===== src/rtl/inst_seq_if.sv =====
// Instruction- and data-memory handshake bundle between the sequencer and the memories.
// The master side is the sequencer, the slave side is the memory system.
interface inst_seq_if #(
   parameter int PC_WIDTH = 64
);
   logic                imem_req;
   logic [PC_WIDTH-1:0] imem_addr;
   logic                imem_ready;
   logic [31:0]         imem_rdata;
   logic                dmem_req;
   logic                dmem_wen;
   logic                dmem_ready;

   modport master (
      output imem_req, imem_addr, dmem_req, dmem_wen,
      input  imem_ready, imem_rdata, dmem_ready
   );

   modport slave (
      input  imem_req, imem_addr, dmem_req, dmem_wen,
      output imem_ready, imem_rdata, dmem_ready
   );
endinterface


===== src/rtl/inst_seq.sv =====
// Multi-cycle RV64 control sequencer: FETCH/DECODE/EXEC/[MEM]/WB with PC and instruction register.
// Optional performance counters are built only when PERF_CNT_EN is defined.
module inst_seq #(
   parameter int                  PC_WIDTH = 64,
   parameter logic [PC_WIDTH-1:0] RESET_PC = 64'h8000_0000
) (
   input  logic                clk,
   input  logic                rst,
   inst_seq_if.master          bus,
   output logic [31:0]         inst,
   input  logic [2:0]          inst_type,
   input  logic                br_taken,
   input  logic [PC_WIDTH-1:0] br_target,
   input  logic                halt,
   output logic                r_wen,
   output logic [PC_WIDTH-1:0] pc,
   output logic                retire,
   output logic                halted,
   output logic [63:0]         cycle_cnt,
   output logic [63:0]         instret_cnt
);
   localparam logic [2:0] S_FETCH  = 3'd0;
   localparam logic [2:0] S_DECODE = 3'd1;
   localparam logic [2:0] S_EXEC   = 3'd2;
   localparam logic [2:0] S_MEM    = 3'd3;
   localparam logic [2:0] S_WB     = 3'd4;
   localparam logic [2:0] S_HALT   = 3'd5;

   localparam logic [2:0] TYPE_S = 3'd2;
   localparam logic [2:0] TYPE_J = 3'd3;
   localparam logic [2:0] TYPE_B = 3'd5;

   localparam logic [6:0] OPC_LOAD = 7'b0000011;

   logic [2:0]          state_reg, state_next;
   logic [PC_WIDTH-1:0] pc_reg, pc_next;
   logic [31:0]         inst_reg;
   logic                store_reg;
   logic                wen_reg;
   logic                jb_reg;

   always_comb begin
      state_next = state_reg;
      case (state_reg)
         S_FETCH:  if (bus.imem_ready) state_next = S_DECODE;
         // Codes 6 and 7 are undefined decoder outputs and stop the core like ebreak
         S_DECODE: state_next = (halt || (inst_type[2] && inst_type[1])) ? S_HALT : S_EXEC;
         S_EXEC:   state_next = (inst_type == TYPE_S || inst_reg[6:0] == OPC_LOAD) ? S_MEM : S_WB;
         S_MEM:    if (bus.dmem_ready) state_next = S_WB;
         S_WB:     state_next = S_FETCH;
         S_HALT:   state_next = S_HALT;
         default:  state_next = S_FETCH;
      endcase
   end

   // Taken targets are forced to word alignment; everything else falls through
   always_comb begin
      if (jb_reg && br_taken)
         pc_next = br_target & ~PC_WIDTH'(3);
      else
         pc_next = pc_reg + PC_WIDTH'(4);
   end

   always_ff @(posedge clk or negedge rst) begin
      if (!rst) begin
         state_reg <= S_FETCH;
         pc_reg    <= RESET_PC;
         inst_reg  <= 32'h0000_0013;
         store_reg <= 1'b0;
         wen_reg   <= 1'b0;
         jb_reg    <= 1'b0;
      end else begin
         state_reg <= state_next;
         if (state_reg == S_FETCH && bus.imem_ready)
            inst_reg <= bus.imem_rdata;
         // Latch per-instruction controls once so MEM/WB outputs stay pure state decodes
         if (state_reg == S_EXEC) begin
            store_reg <= (inst_type == TYPE_S);
            wen_reg   <= !(inst_type == TYPE_S || inst_type == TYPE_B);
            jb_reg    <= (inst_type == TYPE_J || inst_type == TYPE_B);
         end
         if (state_reg == S_WB)
            pc_reg <= pc_next;
      end
   end

   assign bus.imem_req  = (state_reg == S_FETCH);
   assign bus.imem_addr = pc_reg;
   assign bus.dmem_req  = (state_reg == S_MEM);
   assign bus.dmem_wen  = (state_reg == S_MEM) && store_reg;
   assign r_wen         = (state_reg == S_WB) && wen_reg;
   assign retire        = (state_reg == S_WB);
   assign halted        = (state_reg == S_HALT);
   assign inst          = inst_reg;
   assign pc            = pc_reg;

`ifdef PERF_CNT_EN
   logic [63:0] cycle_reg;
   logic [63:0] instret_reg;

   always_ff @(posedge clk or negedge rst) begin
      if (!rst) begin
         cycle_reg   <= 64'd0;
         instret_reg <= 64'd0;
      end else begin
         cycle_reg <= cycle_reg + 64'd1;
         if (state_reg == S_WB)
            instret_reg <= instret_reg + 64'd1;
      end
   end

   assign cycle_cnt   = cycle_reg;
   assign instret_cnt = instret_reg;
`else
   assign cycle_cnt   = 64'd0;
   assign instret_cnt = 64'd0;
`endif
endmodule


===== src/flat_wrapper.sv =====
// flat-port wrapper written by rule: the top's interface ports become plain ports
module inst_seq_flat 
#(
   parameter int                  PC_WIDTH = 64,
   parameter logic [PC_WIDTH-1:0] RESET_PC = 64'h8000_0000
)
  (clk, rst, inst, inst_type, br_taken, br_target, halt, r_wen, pc, retire, halted, cycle_cnt, instret_cnt, bus_imem_req, bus_imem_addr, bus_dmem_req, bus_dmem_wen, bus_imem_ready, bus_imem_rdata, bus_dmem_ready);
  inst_seq_if #(.PC_WIDTH(PC_WIDTH)) bus_i ();
  input  logic clk;
  input  logic rst;
  output logic [31:0] inst;
  input  logic [2:0] inst_type;
  input  logic br_taken;
  input  logic [PC_WIDTH-1:0] br_target;
  input  logic halt;
  output logic r_wen;
  output logic [PC_WIDTH-1:0] pc;
  output logic retire;
  output logic halted;
  output logic [63:0] cycle_cnt;
  output logic [63:0] instret_cnt;
  output wire logic [$bits(bus_i.imem_req)-1:0] bus_imem_req;
  output wire logic [$bits(bus_i.imem_addr)-1:0] bus_imem_addr;
  output wire logic [$bits(bus_i.dmem_req)-1:0] bus_dmem_req;
  output wire logic [$bits(bus_i.dmem_wen)-1:0] bus_dmem_wen;
  input wire logic [$bits(bus_i.imem_ready)-1:0] bus_imem_ready;
  input wire logic [$bits(bus_i.imem_rdata)-1:0] bus_imem_rdata;
  input wire logic [$bits(bus_i.dmem_ready)-1:0] bus_dmem_ready;
  assign bus_imem_req = bus_i.imem_req;
  assign bus_imem_addr = bus_i.imem_addr;
  assign bus_dmem_req = bus_i.dmem_req;
  assign bus_dmem_wen = bus_i.dmem_wen;
  assign bus_i.imem_ready = bus_imem_ready;
  assign bus_i.imem_rdata = bus_imem_rdata;
  assign bus_i.dmem_ready = bus_dmem_ready;
  inst_seq #(.PC_WIDTH(PC_WIDTH), .RESET_PC(RESET_PC)) u_core (.clk(clk), .rst(rst), .bus(bus_i), .inst(inst), .inst_type(inst_type), .br_taken(br_taken), .br_target(br_target), .halt(halt), .r_wen(r_wen), .pc(pc), .retire(retire), .halted(halted), .cycle_cnt(cycle_cnt), .instret_cnt(instret_cnt));
endmodule

===== config.mk =====
export PLATFORM = sky130hd
export DESIGN_NAME = inst_seq_flat
export DESIGN_NICKNAME = d
export VERILOG_FILES = /design/src/rtl/inst_seq_if.sv /design/src/rtl/inst_seq.sv /design/src/flat_wrapper.sv
export SDC_FILE = /design/constraint.sdc
export NUM_CORES = 1
export LEC_CHECK = 0
export ABC_CLOCK_PERIOD_IN_PS = 2940
export CORE_AREA = 2 2 155 157
export DETAILED_ROUTE_END_ITERATION = 6
export DIE_AREA = 0 0 157 159
export DONT_BUFFER_PORTS = 1
export GPL_TIMING_DRIVEN = 0
export HOLD_SLACK_MARGIN = 0.1
export RECOVER_POWER = 25
export SYNTH_ARGS = -nofsm -noshare
export SYNTH_HDL_FRONTEND = slang
export SYNTH_SLANG_ARGS = --single-unit

===== constraint.sdc =====
create_clock -name clk -period 2.94 [get_ports clk]
set_clock_uncertainty 0.1 [all_clocks]
set_input_delay 0.441 -clock clk [delete_from_list [all_inputs] [get_ports clk]]
set_output_delay 0.441 -clock clk [all_outputs]
set_load 0.05 [all_outputs]

==> impl_summary.txt <==
----------------------------------------------------
[STA]
  Finish-stage setup viols ... 0
  Peak clock frequency supported by timing ... 346.3 MHz
  Final-report hold violation count ... 0
  Worst Hold Margin ... 110.4 ps
  Final Critical Period ... 2888 ps
  Share of the clock period used by the worst path ... 0.9823
  Transition at the pin with the smallest max-transition slack ... 1500 ps
  Setup TNS Final ... 0 ps
  Tightest slew margin relative to the limit ... -0.00002198
  Final max-slew violation count ... 2

[Die]
  Die outline area ... 24960 um2
  Die boundary width ... 157 um
  Area inside the core boundary ... 23190 um2
  Number of placement rows ... 56
  Die Height ... 159 um
  Starting density of the core ... 0.3272
  I/O pin total ... 399

[Setup path]
  Element type at the critical path end ... register
  CP dominant cell by count ... a311oi_1
  Startpoint type of the worst setup path ... register
  Required time at the endpoint of the critical path ... 3100 ps
  Worst Path Buf+Inv ... 2
  Cell-by-cell listing of the critical path ... buf_6 -> and4_2 -> clkbuf_1 -> nand4_1 -> nor3_2 -> a311oi_1 -> a311oi_1
  Crit-path max FO ... 9
  Family with the most delay on the worst path ... simple AND/OR/NAND/NOR gates
  CP peak stage delay ... 550 ps
  Arrival @ worst endpoint ... 3050 ps
  Critical setup path kind ... reg -> reg
  Library cell contributing the largest single delay on the critical path ... dfrtp_2

[Power and ir drop]
  Static leakage ... 3.936 nW
  Power Dens Cells ... 1358 nW/um2
  Maximum VDD drop ... 0.0006538 V

[Drt]
  Vias per std cell ... 5.313
  Met3 wirelength from detailed routing ... 3396 um
  Pre-Repair DR Iteration Count ... 5
  Average routed wire per standard cell ... 21.50 um
  Highest metal layer with signal wires ... met5
  Routed length on met2 ... 13950 um
  Post-DRT Antenna Nets ... 0
  Starting DRT DRC Count ... 814
  Met1 Routed Length ... 11020 um
  Final routed DRC violation total ... 0
  Post-Route WL ... 29520 um
  Vias post-DR ... 7295

[Final layout]
  Net count, final ... 1154
  Share of layout cells above drive strength 1 ... 0.3124
  Final instance area ... 9016 um2
  Max reg flops ... 62
  Most used cells in the layout excluding fill and tap cells ... buf_4, conb_1, dfrtp_1, nand2_1, a21oi_1
  Area Overhead vs Synth ... 18.81%
  Most frequent standard cell in the layout excluding fill and tap cells ... buf_4
  Number of fill cells in the layout ... 2379

[Logic synthesis]
  Cell type with the highest aggregate area in the netlist ... dfrtp_1
  Count of synthesis-stage warnings from yosys ... 0
  Number of library cell types mapped by synthesis ... 69
  Top post-synthesis cells by area ... dfrtp_1, buf_4, mux2_2, a21oi_1, nand3_1
  Number of enable-type register cells in the synthesized netlist ... 0
  Post-synthesis sequential area ratio ... 0.3304
  Synth async-reset ratio ... 1.000
  Avg Cell Area, Syn ... 8.404 um2
  Synthesis-stage register bit count ... 100
  Syn Std Cell Area ... 7589 um2
  Most common flop cell mapped by yosys ... dfrtp_1
  Share of the synthesized area in the top cell type ... 0.3166
  Count of mapped cells out of synthesis ... 903

[CTS]
  Number of H-tree branching levels ... 3
  CTS tree ... built
  Total clock buffers created by CTS ... 9
  Clock Pin Slew Worst Setup and Hold Paths ... 90 ps
  Number of clock sinks seen by CTS ... 100
  Later-pin clock latency in the skew report ... 370 ps
  Buffer levels on the longest clock path ... 2
  Root buffer cell ... clkbuf_16

[Global route]
  Via count of the first global-routing pass ... 6624
  Wire length of the first global-routing pass ... 42210 um
  All-layer global routing usage ... 0.2242
  Pin count of the biggest net entering global routing ... 101
  Total congestion overflow ... 0
  Initial antenna violation count ... 2

[Placed design]
  Half-perimeter wire length after detailed placement ... 21730 um
  Global placer's final weighted congestion ... 0.9343
  # port buffers ... 0
  Placed standard-cell area ... 8489 um2

[Run status]
  Violated checks ... slew limit
  Run status ... complete, but fails checks

[Flow run]
  Number of maximum-capacitance constraint violations ... 0

[Worst hold path]
  Class of the tightest hold or removal check ... in -> reg

----------------------------------------------------
worst paths after layout:
kind	depth (start not counted)	startpoint	slack, ps	endpoint
min	2	br_target[2]	110	u_core.bus.imem_addr[2]$_DFFE_PN0P_
min in group asynchronous	2	rst	880	u_core.inst[6]$_DFFE_PN0P_
min reg2reg	2	u_core.wen_reg$_DFFE_PN0N_	400	u_core.wen_reg$_DFFE_PN0N_
max reg2reg	7	u_core.bus.imem_addr[7]$_DFFE_PN0P_	50	u_core.bus.imem_addr[35]$_DFFE_PN0P_
max in group asynchronous	2	rst	660	u_core.bus.imem_addr[3]$_DFFE_PN0P_
max	7	u_core.bus.imem_addr[7]$_DFFE_PN0P_	50	u_core.bus.imem_addr[35]$_DFFE_PN0P_
cell usage after synthesis (13+ instances only):
master / instances
a21oi_1: 55
nand2_1: 68
clkbuf_1: 40
nand3_1: 54
or3_1: 18
a31oi_1: 13
o21ai_0: 39
buf_4: 194
nor2_1: 49
nor3_1: 28
mux2_2: 36
nor4_1: 13
nand4_1: 30
dfrtp_1: 96
through the flow:
step	total power, W	setup WS, ps	utilization	std cells
finish	0.01225	51.98	0.3888	1373
global route	0.01272	-1.011	0.3888	1373
CTS	0.01211	2.914	0.3867	1372
detailed placement	0.01063	-609.3	0.3660	1353
global placement	0.01059	-623.0	0.3660	1353
floorplan	0.009321	126.9	-	1034
report_power, final:
group / switching [W] / internal, W
combinational: 0.00393 / 0.00171
clock: 0.000655 / 0.000686
sequential: 0.00325 / 0.00202
total: 0.00783 / 0.00441
final cells by class:
type,instances,area [um2],area share
Tap cell,319,399.1,0.04427
Antenna cell,1,2.502,0.0002775
Multi-Input combinational cell,674,3950,0.4381
Buffer,248,1727,0.1915
Inverter,10,37.54,0.004163
Sequential cell,100,2545,0.2823
Clock buffer,9,225.2,0.02498
Timing Repair Buffer,5,42.54,0.004718
Clock inverter,7,87.58,0.009714
repair_timing:
| item | 4_1_cts | 5_1_grt |
|---|---|---|
| gates resized for setup | 41 | 28 |
| setup buffers | 2 | 0 |
| hold endpoints to repair | 101 | 0 |
| pin swaps | 2 | 1 |
| endpoints found under the setup margin | 63 | 52 |
| hold buffers | 3 | 0 |
cell families (layout without fill, tap and decap cells):
group,Yosys count,count (layout),share of synthesized area
other,1,133,0.0004942
AOI/OAI and AO/OA,179,179,0.1489
buffers and inverters,260,279,0.2307
adders and majority gates,1,1,0.001649
DFF,100,100,0.3304
muxes,40,40,0.05870
xor gates and xnor gates,1,1,0.001154
and+or+nand+nor,321,321,0.2280
layer usage:
layer  track usage  vias to the layer above
li1              -                     3240
met1        0.2775                     3402
met2        0.3640                      575
met3       0.06315                       76
met4       0.09508                        2
met5             0                        -
Power figures use the tool's default switching activity.
